$ cat src/rtl/eq_search_pkg.sv
// Shared types for the sequential key-lookup controller.
package eq_search_pkg;
  typedef enum logic [1:0] {
    S_IDLE,
    S_SCAN,
    S_DONE
  } eq_search_state_t;
endpackage

$ cat src/rtl/comparator_eq.sv
// Full-width bitwise equality comparator, shared by the table scan.
module comparator_eq #(
  parameter int N = 32
) (
  input  logic [N-1:0] a,
  input  logic [N-1:0] b,
  output logic         out
);
  assign out = (a == b);
endmodule

$ cat src/rtl/eq_search_ctrl.sv
// Sequential table search, one entry per clock through one comparator.
// Define EQ_SEARCH_COUNT_EN to scan the whole table and report the match count.
module eq_search_ctrl
  import eq_search_pkg::*;
#(
  parameter  int N     = 32,
  parameter  int DEPTH = 8,
  localparam int IDX_W = $clog2(DEPTH)
) (
  input  logic             clk,
  input  logic             rst,
  input  logic             wr_en,
  input  logic [IDX_W-1:0] wr_addr,
  input  logic [N-1:0]     wr_data,
  input  logic             wr_vld,
  input  logic             req_valid,
  output logic             req_ready,
  input  logic [N-1:0]     req_key,
  output logic             rsp_valid,
  input  logic             rsp_ready,
  output logic             rsp_hit,
  output logic [IDX_W-1:0] rsp_idx,
`ifdef EQ_SEARCH_COUNT_EN
  output logic [IDX_W:0]   rsp_count,
`endif
  output logic             busy
);

  eq_search_state_t state_q, state_d;

  logic [N-1:0]     mem_q [DEPTH];
  logic [DEPTH-1:0] vld_q, vld_d;
  logic [IDX_W-1:0] idx_q, idx_d;
  logic [N-1:0]     key_q, key_d;
  logic             hit_q, hit_d;
  logic [IDX_W-1:0] ridx_q, ridx_d;
`ifdef EQ_SEARCH_COUNT_EN
  logic [IDX_W:0]   cnt_q, cnt_d;
`endif

  logic eq;
  logic match;
  logic last;

  comparator_eq #(.N(N)) u_cmp (
    .a  (mem_q[idx_q]),
    .b  (key_q),
    .out(eq)
  );

  assign match = eq && vld_q[idx_q];
  assign last  = (idx_q == IDX_W'(DEPTH - 1));

  always_ff @(posedge clk) begin
    if (rst) begin
      state_q <= S_IDLE;
      vld_q   <= '0;
      idx_q   <= '0;
      key_q   <= '0;
      hit_q   <= 1'b0;
      ridx_q  <= '0;
`ifdef EQ_SEARCH_COUNT_EN
      cnt_q   <= '0;
`endif
    end else begin
      state_q <= state_d;
      vld_q   <= vld_d;
      idx_q   <= idx_d;
      key_q   <= key_d;
      hit_q   <= hit_d;
      ridx_q  <= ridx_d;
`ifdef EQ_SEARCH_COUNT_EN
      cnt_q   <= cnt_d;
`endif
    end
  end

  // Entry data is never reset; only the valid bits are.
  always_ff @(posedge clk) begin
    if (wr_en) begin
      mem_q[wr_addr] <= wr_data;
    end
  end

  always_comb begin
    state_d = state_q;
    unique case (state_q)
      S_IDLE: if (req_valid) state_d = S_SCAN;
`ifdef EQ_SEARCH_COUNT_EN
      S_SCAN: if (last) state_d = S_DONE;
`else
      S_SCAN: if (match || last) state_d = S_DONE;
`endif
      S_DONE: if (rsp_ready) state_d = S_IDLE;
      default: state_d = S_IDLE;
    endcase
  end

  always_comb begin
    vld_d  = vld_q;
    idx_d  = idx_q;
    key_d  = key_q;
    hit_d  = hit_q;
    ridx_d = ridx_q;
`ifdef EQ_SEARCH_COUNT_EN
    cnt_d  = cnt_q;
`endif
    if (wr_en) begin
      vld_d[wr_addr] = wr_vld;
    end
    unique case (state_q)
      S_IDLE: begin
        if (req_valid) begin
          key_d  = req_key;
          idx_d  = '0;
          hit_d  = 1'b0;
          ridx_d = '0;
`ifdef EQ_SEARCH_COUNT_EN
          cnt_d  = '0;
`endif
        end
      end
      S_SCAN: begin
`ifdef EQ_SEARCH_COUNT_EN
        if (match) begin
          cnt_d = cnt_q + (IDX_W + 1)'(1);
          if (!hit_q) begin
            hit_d  = 1'b1;
            ridx_d = idx_q;
          end
        end
        if (!last) idx_d = idx_q + IDX_W'(1);
`else
        if (match) begin
          hit_d  = 1'b1;
          ridx_d = idx_q;
        end else if (!last) begin
          idx_d = idx_q + IDX_W'(1);
        end
`endif
      end
      default: ;
    endcase
  end

  always_comb begin
    req_ready = (state_q == S_IDLE);
    rsp_valid = (state_q == S_DONE);
    busy      = (state_q != S_IDLE);
    rsp_hit   = hit_q;
    rsp_idx   = ridx_q;
`ifdef EQ_SEARCH_COUNT_EN
    rsp_count = cnt_q;
`endif
  end

endmodule
$ cat config.mk
export PLATFORM = sky130hd
export DESIGN_NAME = eq_search_ctrl
export DESIGN_NICKNAME = d
export VERILOG_FILES = /design/src/rtl/eq_search_pkg.sv /design/src/rtl/comparator_eq.sv /design/src/rtl/eq_search_ctrl.sv
export SDC_FILE = /design/constraint.sdc
export NUM_CORES = 1
export LEC_CHECK = 0
export CORE_AREA = 8 8 149 151
export CTS_CLUSTER_DIAMETER = 50
export DETAILED_ROUTE_END_ITERATION = 16
export DIE_AREA = 0 0 157 159
export PLACE_DENSITY = 0.83
export SLEW_MARGIN = 15
export SYNTH_ARGS = -nofsm -noshare
export SYNTH_HDL_FRONTEND = slang
export SYNTH_SLANG_ARGS = --single-unit
$ cat constraint.sdc
create_clock -name clk -period 6.6 [get_ports clk]
set_input_delay 0.99 -clock clk [delete_from_list [all_inputs] [get_ports clk]]
set_output_delay 0.99 -clock clk [all_outputs]
set_load 0.03 [all_outputs]
## Yosys cells after proc, flatten, opt, wreduce, memory -nomap -nowiden

Memory sizes are Yosys's and may differ from the RTL's. A register that Yosys moved wholly into a read port is not among the register bits.
Cells that the tools add are included.

| word-level totals | value |
|---|---|
| ROM bits | 0 |
| RAM bits | 256 |
| memories kept | 1 |
| logic and storage cells | 53 |
| register bits after elaboration | 49 |
| bits of input ports | 73 |
| latch bits | 0 |
| output and inout port bits | 7 |

Memories:

| memory | depth | width | rd ports | clocked after memory_dff | wr ports | RTL line | source |
|---|---|---|---|---|---|---|---|
| mem_q | 8 | 32 | 1 | 1 | 1 | eq_search_ctrl.sv:31 | `logic [N-1:0] mem_q [DEPTH];` |

| operators by class | value |
|---|---|
| bitwise gates (word level) | 0 |
| equality and inequality tests | 10 |
| shifts and indexed selects | 0 |
| reduce and logical (&&, ||, !) cells | 10 |
| mux-type cells | 22 |
| magnitude comparators | 3 |
| $mul | 0 |
| add/subtract/negate cells | 1 |
| div/mod/pow operators | 0 |

Operator list:

| operator | number |
|---|---|
| $eq 32x32->1 | 1 |
| $mux 3 | 6 |
| $pmux 3 s2 | 2 |
| $ne 2x2->1 const B | 5 |
| $bwmux 8 | 1 |
| $lt 3x4->1 const B | 2 |
| $mux 1 | 6 |
| $mux 2 | 3 |
| $pmux 2 s3 | 1 |
| $reduce_and 3->1 | 2 |
| $reduce_and 4->1 | 1 |
| $reduce_bool 2->1 | 2 |
| $add 3x1->3 const B | 1 |
| $bmux 1 s3 | 1 |
| $demux 1 s3 | 1 |
| $eq 3x3->1 const B | 1 |
| $ge 3x1->1 const B | 1 |
| $eq 2x1->1 const B | 1 |
| $eq 2x2->1 const B | 1 |
| $logic_and 1x1->1 | 2 |
| $logic_not 2->1 | 1 |
| $ne 2x1->1 const B | 1 |
| $pmux 1 s2 | 1 |
| $reduce_and 2->1 | 1 |
| $logic_or 1x1->1 | 1 |

## Longest topological paths before layout

| logic depth | value |
|---|---|
| depth after elaboration | 7 |
| gate-level depth with buffers | 12 |
| mapped depth without buffers | 8 |

## Hierarchy

A second synthesis with hierarchy kept.

| unflattened totals | value |
|---|---|
| cell total of the unflattened synthesis | 681 |
| area, all modules | 12,271.8 µm² |

Modules (own cells, without submodules):

| module | area an instance (µm²) | cells each | sequential area each (µm²) | instances |
|---|---|---|---|---|
| eq_search_ctrl | 11,925.2 | 638 | 8,728.4 | 1 |
| comparator_eq | 346.6 | 43 | 0.0 | 1 |

## Worst setup path after synthesis

No wires, ideal clock.

| timing | value |
|---|---|
| kind | input to register |
| start | in wr_addr[0] |
| end | reg vld_q[0] |
| library setup time | 128 ps |
| arrival time | 3,894 ps |
| path buffers | 0 |
| stages | 4 |
| data required time | 6,472 ps |
| setup slack | 2,578 ps |
| cells stage by stage | nand2b_1 -> nor3_1 -> mux2i_1 -> nor2_1 |

| on the way | value |
|---|---|
| longest elaborated chain between the ends | 5 |
| elaborated cells on any way between the ends | 6 |
| those cells by class | order compare (2); mux (3); reduce/logical (1) |

Ends and longest elaborated chain:

| element | RTL line | source |
|---|---|---|
| start, declared | eq_search_ctrl.sv:13 | `input logic [IDX_W-1:0] wr_addr,` |
| $lt 3x4->1 (not written as such) or $ge 3x1->1 (tied branches) | eq_search_ctrl.sv:109 | `vld_d[wr_addr] = wr_vld;` |
| $logic_and 1x1->1 (not written as such) | eq_search_ctrl.sv:109 |  |
| $mux 1 (not written as such) | eq_search_ctrl.sv:109 |  |
| $demux 1 s3 * | eq_search_ctrl.sv:109 |  |
| $bwmux 8 * | eq_search_ctrl.sv:109 |  |
| end signal, assigned | eq_search_ctrl.sv:67 | `vld_q <= vld_d;` |
| end, declared | eq_search_ctrl.sv:32 | `logic [DEPTH-1:0] vld_q, vld_d;` |

Every way passes the cells marked *; elsewhere a longest branch is shown, timed or not.
A chain may end at the register's enable or synchronous reset.

==> impl_metrics.py <==
metrics = {
    "placed_design": {
        "gp_congestion": 0.849,
        "place_ws_ps": 2320,
        "portBuffers": 79,
        "hpwl_mm": 16.3,
    },
    "sta": {
        "skew_ps": 13.6,
        "slew_viol_final": 0,
        "rsz0062_at_grt": "false",
        "fin_crit_sh_pct": 65.5,
        "min_period_ps": 4330,
        "worstMarginPinSlew_ps": 1070,
        "fmax_mhz": 231,
        "layout_setup_ws_ps": 2270,
        "maxSlewHeadroom_pct": 28.0,
        "finalSetupTns_ps": 0,
        "hold_violations": 0,
        "setup_violations": 0,
    },
    "yosys": {
        "synth.avg_cell_area_sq_um": 17.0,
        "synthXorXnorAreaFrac_pct": 1.64,
        "synth_top_area_cell": "edfxtp_1",
        "yosysWarnings": 0,
        "ys_ff_latch": 308,
        "synth-simple-area-share_pct": 5.80,
        "synth_cells": 722,
        "syn-num-nets": 797,
        "synth_fa_ha_area_share_pct": 0.204,
        "ys_seq_area_share_pct": 71.1,
        "synth_common_cells": "edfxtp_1, nand2_1, mux2i_1, dfxtp_1, mux4_2",
        "synth_compound_area_share_pct": 5.01,
        "synth_edf_count": 256,
        "synth_cell_types": 46,
        "async_flop_share_pct": 0,
        "synth_top_family_by_area": "multiplexers",
        "dominantRegCellSynth": "edfxtp_1",
        "muxShareOfSynthArea_pct": 14.2,
        "mappedNetlistArea_sq_um": 12300,
        "synth.most_common_cell": "edfxtp_1",
        "synth_top_cell_area_share_pct": 62.6,
        "synth_area_leaders": "edfxtp_1, dfxtp_1, mux4_2",
    },
    "critical_path": {
        "cp-end-kind": "register",
        "crit_slowest_cell": "dfxtp_2",
        "critPathMostFrequentCell": "mux2i_1",
        "crit_fanout": 29,
        "crit_chain": "buf_4 -> mux4_2 -> mux2i_1 -> xor2_1 -> nor4bb_1 -> nand4_1 -> o41ai_2 -> mux2i_1 -> nor3b_1",
        "slowest_delay_ps": 930,
        "critPathLaunchType": "register",
        "crit_arrival_ps": 4720,
        "path_class": "register to register",
        "required_ps": 7000,
    },
    "pwr": {
        "p_leak_nw": 4.57,
        "p_per_area_nw_per_um2": 295,
        "irDropWorstVdd_mv": 0.219,
    },
    "drt": {
        "drc_errors": 0,
        "routed_wirelength_mm": 28.0,
        "dr_total_vias": 6981,
        "dr.pass1.iters": 5,
        "wl_per_cell_um": 25.4,
        "antenna_left": 0,
        "vias_per_cell": 6.32,
        "drtIter0Drc": 650,
    },
    "final_layout": {
        "fillers": 1148,
        "diodes": 0,
        "drive_above_1_share_pct": 14.6,
        "syn_to_final_growth_pct": 16.7,
        "layout.nets": 886,
    },
    "clock_network": {
        "cts_resized": 0,
        "clock_latency_ps": 550,
        "post_cts_buffers": 0,
        "cts_buffers": 30,
        "ctsHoldBuffers": 0,
        "cts-root-buf": "clkbuf_16",
        "cts_max_level": 1,
        "cts_tree": "done",
        "path_clk_slew_ps": 70,
        "cts.sinks": 308,
        "clockBufferDepth": 3,
    },
    "floorplanning": {
        "row_count": 52,
        "die-area_sq_um": 25000,
        "io-pin-count": 80,
        "chipWidth_um": 157,
        "start_util_pct": 61.9,
        "fp.coreArea_sq_um": 19800,
        "die-height_um": 159,
    },
    "global_routing": {
        "overflow": 0,
        "grt_pass1_wl_mm": 42.2,
        "grt_pass1_vias": 7245,
        "grt_max_degree": 58,
        "grt_antenna_before_repair": 1,
        "grt_use_total_pct": 22.5,
    },
    "status": {
        "outcome": "completed",
    },
    "flow_run": {
        "drv_cap": 0,
    },
    "min_path": {
        "min_path_type": "register to register",
    },
}
==> power breakdown <==
group | leakage (nW) | internal, mW | switching, mW
registers | 2.75 | 2.17 | 0.0405
clock network | 0.490 | 1.02 | 0.707
logic | 1.33 | 0.127 | 0.156
==> critical path, delay by kind of cell, from the launching register on <==
kind | cells | cell delay, ps
buffers and inverters | 1 | 530
muxes | 3 | 750
AOI/OAI and AO/OA | 1 | 880
and+or+nand+nor | 3 | 760
xor gates and xnor gates | 1 | 300
DFF | 1 | 930
==> metal layers <==
metal,routed length [um],vias up,GRT usage (%),part of all wire (%)
met5,13,-,0,0.046
met3,2520,91,4.97,9.0
met2,13800,370,37.0,49
met4,1190,2,10.1,4.2
met1,10500,3501,28.2,37
li1,-,3017,-,-
==> final timing paths <==
kind                        start  cells after the start                 endpoint  slack, ps
max                      register                      9  state_q[0]$_SDFFE_PP0P_       2270
min          rsp_hit$_SDFFE_PP0P_                      2     rsp_hit$_SDFFE_PP0P_        460
max reg2reg              register                      9  state_q[0]$_SDFFE_PP0P_       2270
min reg2reg  rsp_hit$_SDFFE_PP0P_                      2     rsp_hit$_SDFFE_PP0P_        460
==> registers in the layout (all words and copies together) (netlist names), named ones only <==
name	cells
key_q	32
rsp_hit	1
state_q	2
vld_q	8
mem_q	256
rsp_idx	3
idx_q	3
==> layout by cell type (no fill, tap or decap), types with 5 or more instances in the layout <==
cell,n
nand2_1,77
dfxtp_1,49
clkinv_1,5
xnor2_1,18
clkdlybuf4s50_1,78
clkbuf_1,5
nor3_1,16
edfxtp_1,256
mux4_2,44
buf_4,13
clkbuf_16,31
a21oi_1,43
nor2_4,6
nor2_1,7
o21a_1,9
mux2i_1,62
nor2b_1,5
o41ai_1,6
o21ai_0,6
nor4_1,8
clkinv_2,5
a22o_1,18
inv_1,5
xor2_1,5
==> cell type report <==
class                      count  area (sq um)  share of cell area (%)
sequential                   308          8730                    60.9
clock inverter                19           213                    1.48
multi-input combinational    373          3350                    23.4
inverter                       6          22.5                   0.157
clock buffer                  36           795                    5.54
tap                          270           338                    2.36
timing repair buffer          92           883                    6.16
==> cells by family (layout without fill, tap and decap cells) <==
logic type | after synthesis | count (layout)
buf+inv | 41 | 153
mux | 111 | 111
flops | 308 | 308
xor+xnor | 23 | 23
simple gates | 146 | 146
fa+ha+maj | 2 | 2
compound gates | 91 | 91
==> per-stage QoR <==
step / hold WS, ps / instance area [sq um] / total power, mW / util, % / instances
3_5_place_dp: 456 / 13300 / 2.53 / 67.2 / 1049
5_1_grt: 494 / 14300 / 4.34 / 72.2 / 1104
4_1_cts: 465 / 14300 / 4.24 / 72.2 / 1104
6_report: 462 / 14300 / 4.22 / 72.2 / 1104
3_3_place_gp: 440 / 13300 / 2.52 / 67.2 / 1049
2_1_floorplan: 441 / 12300 / 2.40 / - / 722
Note: power is estimated with default switching activity, not from simulation.
